==> config.mk <==
export PLATFORM = sky130hd
export DESIGN_NAME = udp_tx_buffer
export DESIGN_NICKNAME = d
export VERILOG_FILES = /design/src/rtl/udp_tx_buffer.sv
export SDC_FILE = /design/constraint.sdc
export NUM_CORES = 2
export LEC_CHECK = 0
export ABC_CLOCK_PERIOD_IN_PS = 10400
export CORE_MARGIN = 2
export CORE_UTILIZATION = 49
export CTS_CLUSTER_DIAMETER = 60
export CTS_CLUSTER_SIZE = 24
export DETAILED_ROUTE_END_ITERATION = 8
export GPL_ROUTABILITY_DRIVEN = 0
export SYNTH_ARGS = -nofsm -noshare
export SYNTH_HDL_FRONTEND = slang
export SYNTH_SLANG_ARGS = --single-unit
==> constraint.sdc <==
create_clock -name clk -period 10.4 [get_ports clk]
set_input_delay 2.08 -clock clk [delete_from_list [all_inputs] [get_ports clk]]
set_output_delay 2.08 -clock clk [all_outputs]
set_load 0.1 [all_outputs]
==> src/rtl/udp_tx_buffer.sv <==
// ============================================================================
// Module      : udp_tx_buffer
// Description : Store-and-forward buffer behind the UDP encoder. Captures the
//               32-bit word stream, patches the late checksum into the UDP
//               header, and replays the datagram over a valid/ready port.
// Revision    : 1.0 - initial release
// ============================================================================
`default_nettype none

module udp_tx_buffer #(
    parameter int DEPTH = 64,
    parameter int AW    = 6
) (
    input  logic        clk,
    input  logic        reset,
    input  logic [31:0] in_data,
    input  logic        in_wr_en,
    input  logic        in_fin,
    input  logic [15:0] in_checksum,
    input  logic [15:0] in_len,
    output logic [31:0] out_data,
    output logic        out_valid,
    input  logic        out_ready,
    output logic        out_last,
    output logic [3:0]  out_be,
    output logic        busy,
    output logic        err,
    output logic [1:0]  err_code
);

    typedef enum logic [1:0] {
        IDLE  = 2'd0,
        FILL  = 2'd1,
        CHECK = 2'd2,
        DRAIN = 2'd3
    } state_t;

    localparam logic [AW:0]   C_DEPTH   = (AW+1)'(DEPTH);
    localparam logic [AW:0]   C_CNT_ONE = (AW+1)'(1);
    localparam logic [AW-1:0] C_PTR_ONE = AW'(1);

    localparam logic [1:0] C_ERR_LEN  = 2'd1;
    localparam logic [1:0] C_ERR_OVF  = 2'd2;
    localparam logic [1:0] C_ERR_BUSY = 2'd3;

    // Packet storage; contents are don't-care after reset.
    logic [31:0] mem [DEPTH];

    state_t      state_q, state_d;
    logic [AW-1:0] wr_ptr_q, wr_ptr_d;
    logic [AW-1:0] rd_ptr_q, rd_ptr_d;
    logic [AW:0]   count_q, count_d;
    logic        ovf_q, ovf_d;
    logic [15:0] cks_q, cks_d;
    logic [15:0] len_q, len_d;
    logic [31:0] out_data_q, out_data_d;
    logic        out_valid_q, out_valid_d;
    logic        out_last_q, out_last_d;
    logic [3:0]  out_be_q, out_be_d;
    logic        busy_q, busy_d;
    logic        err_q, err_d;
    logic [1:0]  err_code_q, err_code_d;

    logic          mem_we;
    logic [AW-1:0] mem_waddr;
    logic [16:0]   words_exp;

    // Next word to present: index 0 when leaving CHECK, rd_ptr+1 while draining.
    logic [AW-1:0] rd_addr;
    logic [31:0]   rd_word;
    logic          rd_is_last;
    logic [3:0]    rd_be;
    logic [3:0]    last_be;

    // Byte enables of the final word follow the residue of the byte length.
    always_comb begin
        case (len_q[1:0])
            2'd0:    last_be = 4'b1111;
            2'd1:    last_be = 4'b1000;
            2'd2:    last_be = 4'b1100;
            default: last_be = 4'b1110;
        endcase
    end

    // Fetch the upcoming output word and splice the checksum into header word 1.
    always_comb begin
        rd_addr = (state_q == DRAIN) ? (rd_ptr_q + C_PTR_ONE) : '0;
        rd_word = mem[rd_addr];
        if (rd_addr == C_PTR_ONE) begin
            rd_word[15:0] = cks_q;
        end
        rd_is_last = ({1'b0, rd_addr} == (count_q - C_CNT_ONE));
        rd_be      = rd_is_last ? last_be : 4'b1111;
    end

    // Control FSM next-state and datapath next-values.
    always_comb begin
        state_d     = state_q;
        wr_ptr_d    = wr_ptr_q;
        rd_ptr_d    = rd_ptr_q;
        count_d     = count_q;
        ovf_d       = ovf_q;
        cks_d       = cks_q;
        len_d       = len_q;
        out_data_d  = out_data_q;
        out_valid_d = out_valid_q;
        out_last_d  = out_last_q;
        out_be_d    = out_be_q;
        err_d       = 1'b0;
        err_code_d  = err_code_q;
        mem_we      = 1'b0;
        mem_waddr   = wr_ptr_q;
        // 17-bit sum so a length near 16'hffff cannot wrap.
        words_exp   = ({1'b0, len_q} + 17'd3) >> 2;

        case (state_q)
            IDLE: begin
                if (in_wr_en) begin
                    mem_we    = 1'b1;
                    mem_waddr = '0;
                    wr_ptr_d  = C_PTR_ONE;
                    count_d   = C_CNT_ONE;
                    ovf_d     = 1'b0;
                    if (in_fin) begin
                        cks_d   = in_checksum;
                        len_d   = in_len;
                        state_d = CHECK;
                    end else begin
                        state_d = FILL;
                    end
                end else if (in_fin) begin
                    err_d      = 1'b1;
                    err_code_d = C_ERR_LEN;
                end
            end

            FILL: begin
                if (in_wr_en) begin
                    if (count_q == C_DEPTH) begin
                        ovf_d = 1'b1;
                    end else begin
                        mem_we   = 1'b1;
                        wr_ptr_d = wr_ptr_q + C_PTR_ONE;
                        count_d  = count_q + C_CNT_ONE;
                    end
                end
                if (in_fin) begin
                    if (ovf_d) begin
                        err_d      = 1'b1;
                        err_code_d = C_ERR_OVF;
                        state_d    = IDLE;
                    end else begin
                        cks_d   = in_checksum;
                        len_d   = in_len;
                        state_d = CHECK;
                    end
                end
            end

            CHECK: begin
                if (in_wr_en || in_fin) begin
                    err_d      = 1'b1;
                    err_code_d = C_ERR_BUSY;
                end
                if ((len_q < 16'd8) ||
                    (words_exp != {{(16-AW){1'b0}}, count_q})) begin
                    err_d      = 1'b1;
                    err_code_d = C_ERR_LEN;
                    state_d    = IDLE;
                end else begin
                    rd_ptr_d    = '0;
                    out_valid_d = 1'b1;
                    out_data_d  = rd_word;
                    out_last_d  = rd_is_last;
                    out_be_d    = rd_be;
                    state_d     = DRAIN;
                end
            end

            default: begin // DRAIN
                if (in_wr_en || in_fin) begin
                    err_d      = 1'b1;
                    err_code_d = C_ERR_BUSY;
                end
                if (out_ready) begin
                    if (out_last_q) begin
                        out_valid_d = 1'b0;
                        out_last_d  = 1'b0;
                        out_be_d    = 4'b0000;
                        out_data_d  = '0;
                        state_d     = IDLE;
                    end else begin
                        rd_ptr_d   = rd_addr;
                        out_data_d = rd_word;
                        out_last_d = rd_is_last;
                        out_be_d   = rd_be;
                    end
                end
            end
        endcase

        busy_d = (state_d != IDLE);
    end

    // State and output registers; reset abandons any packet in flight.
    always_ff @(posedge clk or negedge reset) begin
        if (!reset) begin
            state_q     <= IDLE;
            wr_ptr_q    <= '0;
            rd_ptr_q    <= '0;
            count_q     <= '0;
            ovf_q       <= 1'b0;
            cks_q       <= '0;
            len_q       <= '0;
            out_data_q  <= '0;
            out_valid_q <= 1'b0;
            out_last_q  <= 1'b0;
            out_be_q    <= 4'b0000;
            busy_q      <= 1'b0;
            err_q       <= 1'b0;
            err_code_q  <= 2'd0;
        end else begin
            state_q     <= state_d;
            wr_ptr_q    <= wr_ptr_d;
            rd_ptr_q    <= rd_ptr_d;
            count_q     <= count_d;
            ovf_q       <= ovf_d;
            cks_q       <= cks_d;
            len_q       <= len_d;
            out_data_q  <= out_data_d;
            out_valid_q <= out_valid_d;
            out_last_q  <= out_last_d;
            out_be_q    <= out_be_d;
            busy_q      <= busy_d;
            err_q       <= err_d;
            err_code_q  <= err_code_d;
        end
    end

    // Buffer write port.
    always_ff @(posedge clk) begin
        if (mem_we) begin
            mem[mem_waddr] <= in_data;
        end
    end

    assign out_data  = out_data_q;
    assign out_valid = out_valid_q;
    assign out_last  = out_last_q;
    assign out_be    = out_be_q;
    assign busy      = busy_q;
    assign err       = err_q;
    assign err_code  = err_code_q;

endmodule

`default_nettype wire
==> reports/qor.yml <==
pwr:
  p_total_mw: 20.0
  leakage_nw: 28.9
  peakVddDrop_mv: 0.167
  pwr_density_cell_nw_per_um2: 212
final_layout:
  drive_gt1_frac: 0.127
  nFillCells: 13700
  area_growth_pct: 10.7
  fin_cells: 7877
  nets: 5521
  stdcell_area_um2: 94000
logic_synthesis:
  yosys.area.top_type: "edfxtp_1"
  postSynthCellCount: 5425
  yosysTopAreaCellShare: 0.725
  synth.most_common_cell: "edfxtp_1"
  netlist_area_um2: 84900
  synth_ff_type: "edfxtp_1"
  synthTopCellsByArea: "edfxtp_1 72%, mux4_2 2.8%, dfrtp_1 2.8%"
  synth.distinct_cells: 84
  yosys_warnings: 0
  async_reset_ff_frac: 0.0448
  synth-seq-cells: 2144
  synth-edff-count: 2048
  synth_commonest_cells: "2,048 x edfxtp_1, 597 x nand2_1, 217 x o211ai_1"
  synth_area_per_cell_um2: 15.6
  yosysSeqAreaShare: 0.753
  synth_nets: 5501
global_routing:
  overflow: 0
  grt_pass1_wl_mm: 389
  track_usage: 0.315
  grt_pass1_vias: 49200
  grt_max_degree: 133
  antenna_found_initial: 14
clock_network:
  htree_levels: 4
  clk_path_buf_depth: 3
  cts_hold_buf: 0
  cts_resized: 0
  cts_sinks: 2144
  post_cts_buffers: 0
  clock-root-buffer: "clkbuf_16"
  clk_pin_slew_ns: 0.08
  cts_buffers: 143
  clk_latency_ns: 0.83
  cts_tree: "yes"
critical_path:
  cp.arrival_ns: 5.81
  worst_path_max_delay_cell: "nor2_4"
  crit_fanout: 32
  required_ns: 10.82
  crit_path_cell_trace: "clkdlybuf4s50_1, nand2_1, nor2_1, buf_4, nand4_1, nor2_4"
  cp-end-kind: "flip-flop"
  path_class: "in2reg"
  critical_path.max_stage_delay_ns: 1.25
  reg2reg_depth: 12
  startpoint_type: "primary input"
route:
  drt_wl_total_mm: 278
  drt_iter0_drc: 8369
  vias: 52800
  final_antenna_net_count: 0
  remaining_drc_errors: 0
  avgViaCountPerCell: 6.70
  dr.pass1.iters: 6
  wl_per_cell_um: 35.3
place:
  place_area_um2: 89000
  hpwl_mm: 162
  port_buffers: 110
  placed_cells: 7610
floorplanning:
  row_count: 152
  start_util: 0.494
  fp.dieW_um: 420
  core_area_um2: 172000
  pin_count: 111
  die_h_um: 420
  dieArea_um2: 177000
timing:
  finalSetupTns_ns: 0
  worstMarginPinSlew_ns: 1.42
  hold_viol: 0
  max_freq_mhz: 186
  drv_slew: 0
  setup_viol: 0
  finalCritPeriodShare: 0.518
  finalCriticalPeriod_ns: 5.38
  skew_ns: 0.0476
  rsz0062_at_grt: "no"
  relSlewSlack: 0.0465
status:
  status: "completed"
hold_path:
  min_path_type: "reg2reg"
  hold_depth: 1
run:
  drv_cap: 0
[sequential cells by signal, indices dropped and copies added (netlist names)]
name and cells:
busy 1, state_q 2, out_valid 1, err_code 2, err 1, ovf_q 1, wr_ptr_q 6, out_be 4
cks_q 16, out_data 32, count_q 7, mem 2048, rd_ptr_q 6, len_q 16, out_last 1
[report_power, final]
| part | internal, mW | total, mW | switching [mW] |
|---|---|---|---|
| logic | 1.02 | 3.79 | 2.77 |
| registers | 9.71 | 10.0 | 0.301 |
| clock network | 2.98 | 6.16 | 3.19 |
| total | 13.7 | 20.0 | 6.26 |
[cells by family (layout without fill, tap and decap cells)]
logic type / count (synthesis) / in the layout / synth area share
AOI/OAI and AO/OA: 1198 / 1198 / 0.0965
xor gates and xnor gates: 24 / 24 / 0.00265
adders and majority gates: 7 / 7 / 0.00103
buffers and inverters: 417 / 555 / 0.0217
DFF: 2144 / 2144 / 0.753
muxes: 292 / 292 / 0.0510
other: 0 / 4 / 0
and+or+nand+nor: 1343 / 1343 / 0.0742
[cell usage in the layout, fill, tap and decap left out, types with 25 or more instances in the layout]
cell type and instances:
edfxtp_1 2048, nand2_1 594, o211ai_1 217, or3_1 212, a21oi_1 203, nand3_1 195
buf_4 168, o21ai_0 155, clkbuf_16 143, mux2i_1 132, o221ai_1 127, o22ai_1 109
mux4_2 107, a31oi_1 104, dfrtp_1 95, nor2_1 82, clkdlybuf4s50_1 77, nor3_1 71
nor2_4 65, a211oi_1 60, mux2_2 49, a2111oi_0 26, a22oi_1 26, nand4_1 25
[path summary, 6_finish.rpt]
| kind | from | to | slack [ns] |
|---|---|---|---|
| worst max-delay path | in_wr_en | mem[43][25] | 5.02 |
| worst min-delay path | out_be[2] | out_be[2] | 0.48 |
| worst max register to register | rd_ptr_q[0] | out_data[18] | 5.09 |
| worst min register to register | out_be[2] | out_be[2] | 0.48 |
| max in group asynchronous | reset | rd_ptr_q[0] | 7.69 |
| min in group asynchronous | reset | out_data[9] | 1.30 |
[metal layers]
| layer | vias to the layer above | GRT usage | share of wire |
|---|---|---|---|
| li1 | 21600 | - | - |
| met1 | 27200 | 0.454 | 0.39 |
| met2 | 3420 | 0.473 | 0.45 |
| met3 | 538 | 0.0624 | 0.11 |
| met4 | 10 | 0.126 | 0.046 |
| met5 | - | 0 | 0.00023 |
[worst max-delay path, delay by kind of cell]
kind	cells	cell delay, ns
AND/OR/NAND/NOR	4	2.70
buffers and inverters	2	0.96
[cell type report]
type	instances	area [um2]	share of cell area
antenna	4	10.0	0.000106
clock buffer	154	3630	0.0386
clock inverter	109	1330	0.0141
inverter	14	60.1	0.000639
multi-input combinational	2864	19800	0.211
sequential	2144	63900	0.680
tap	2310	2890	0.0307
timing repair buffer	278	2350	0.0250
[per-stage QoR]
stage	hold slack, ns	setup WS, ns	utilization
after floorplan	0.463	5.47	-
after global placement	0.463	4.33	0.518
after detailed placement	0.467	4.27	0.518
after CTS	0.482	5.14	0.547
after global routing	0.511	4.95	0.547
final	0.477	5.02	0.547
Note: power is estimated with default switching activity, not from simulation.
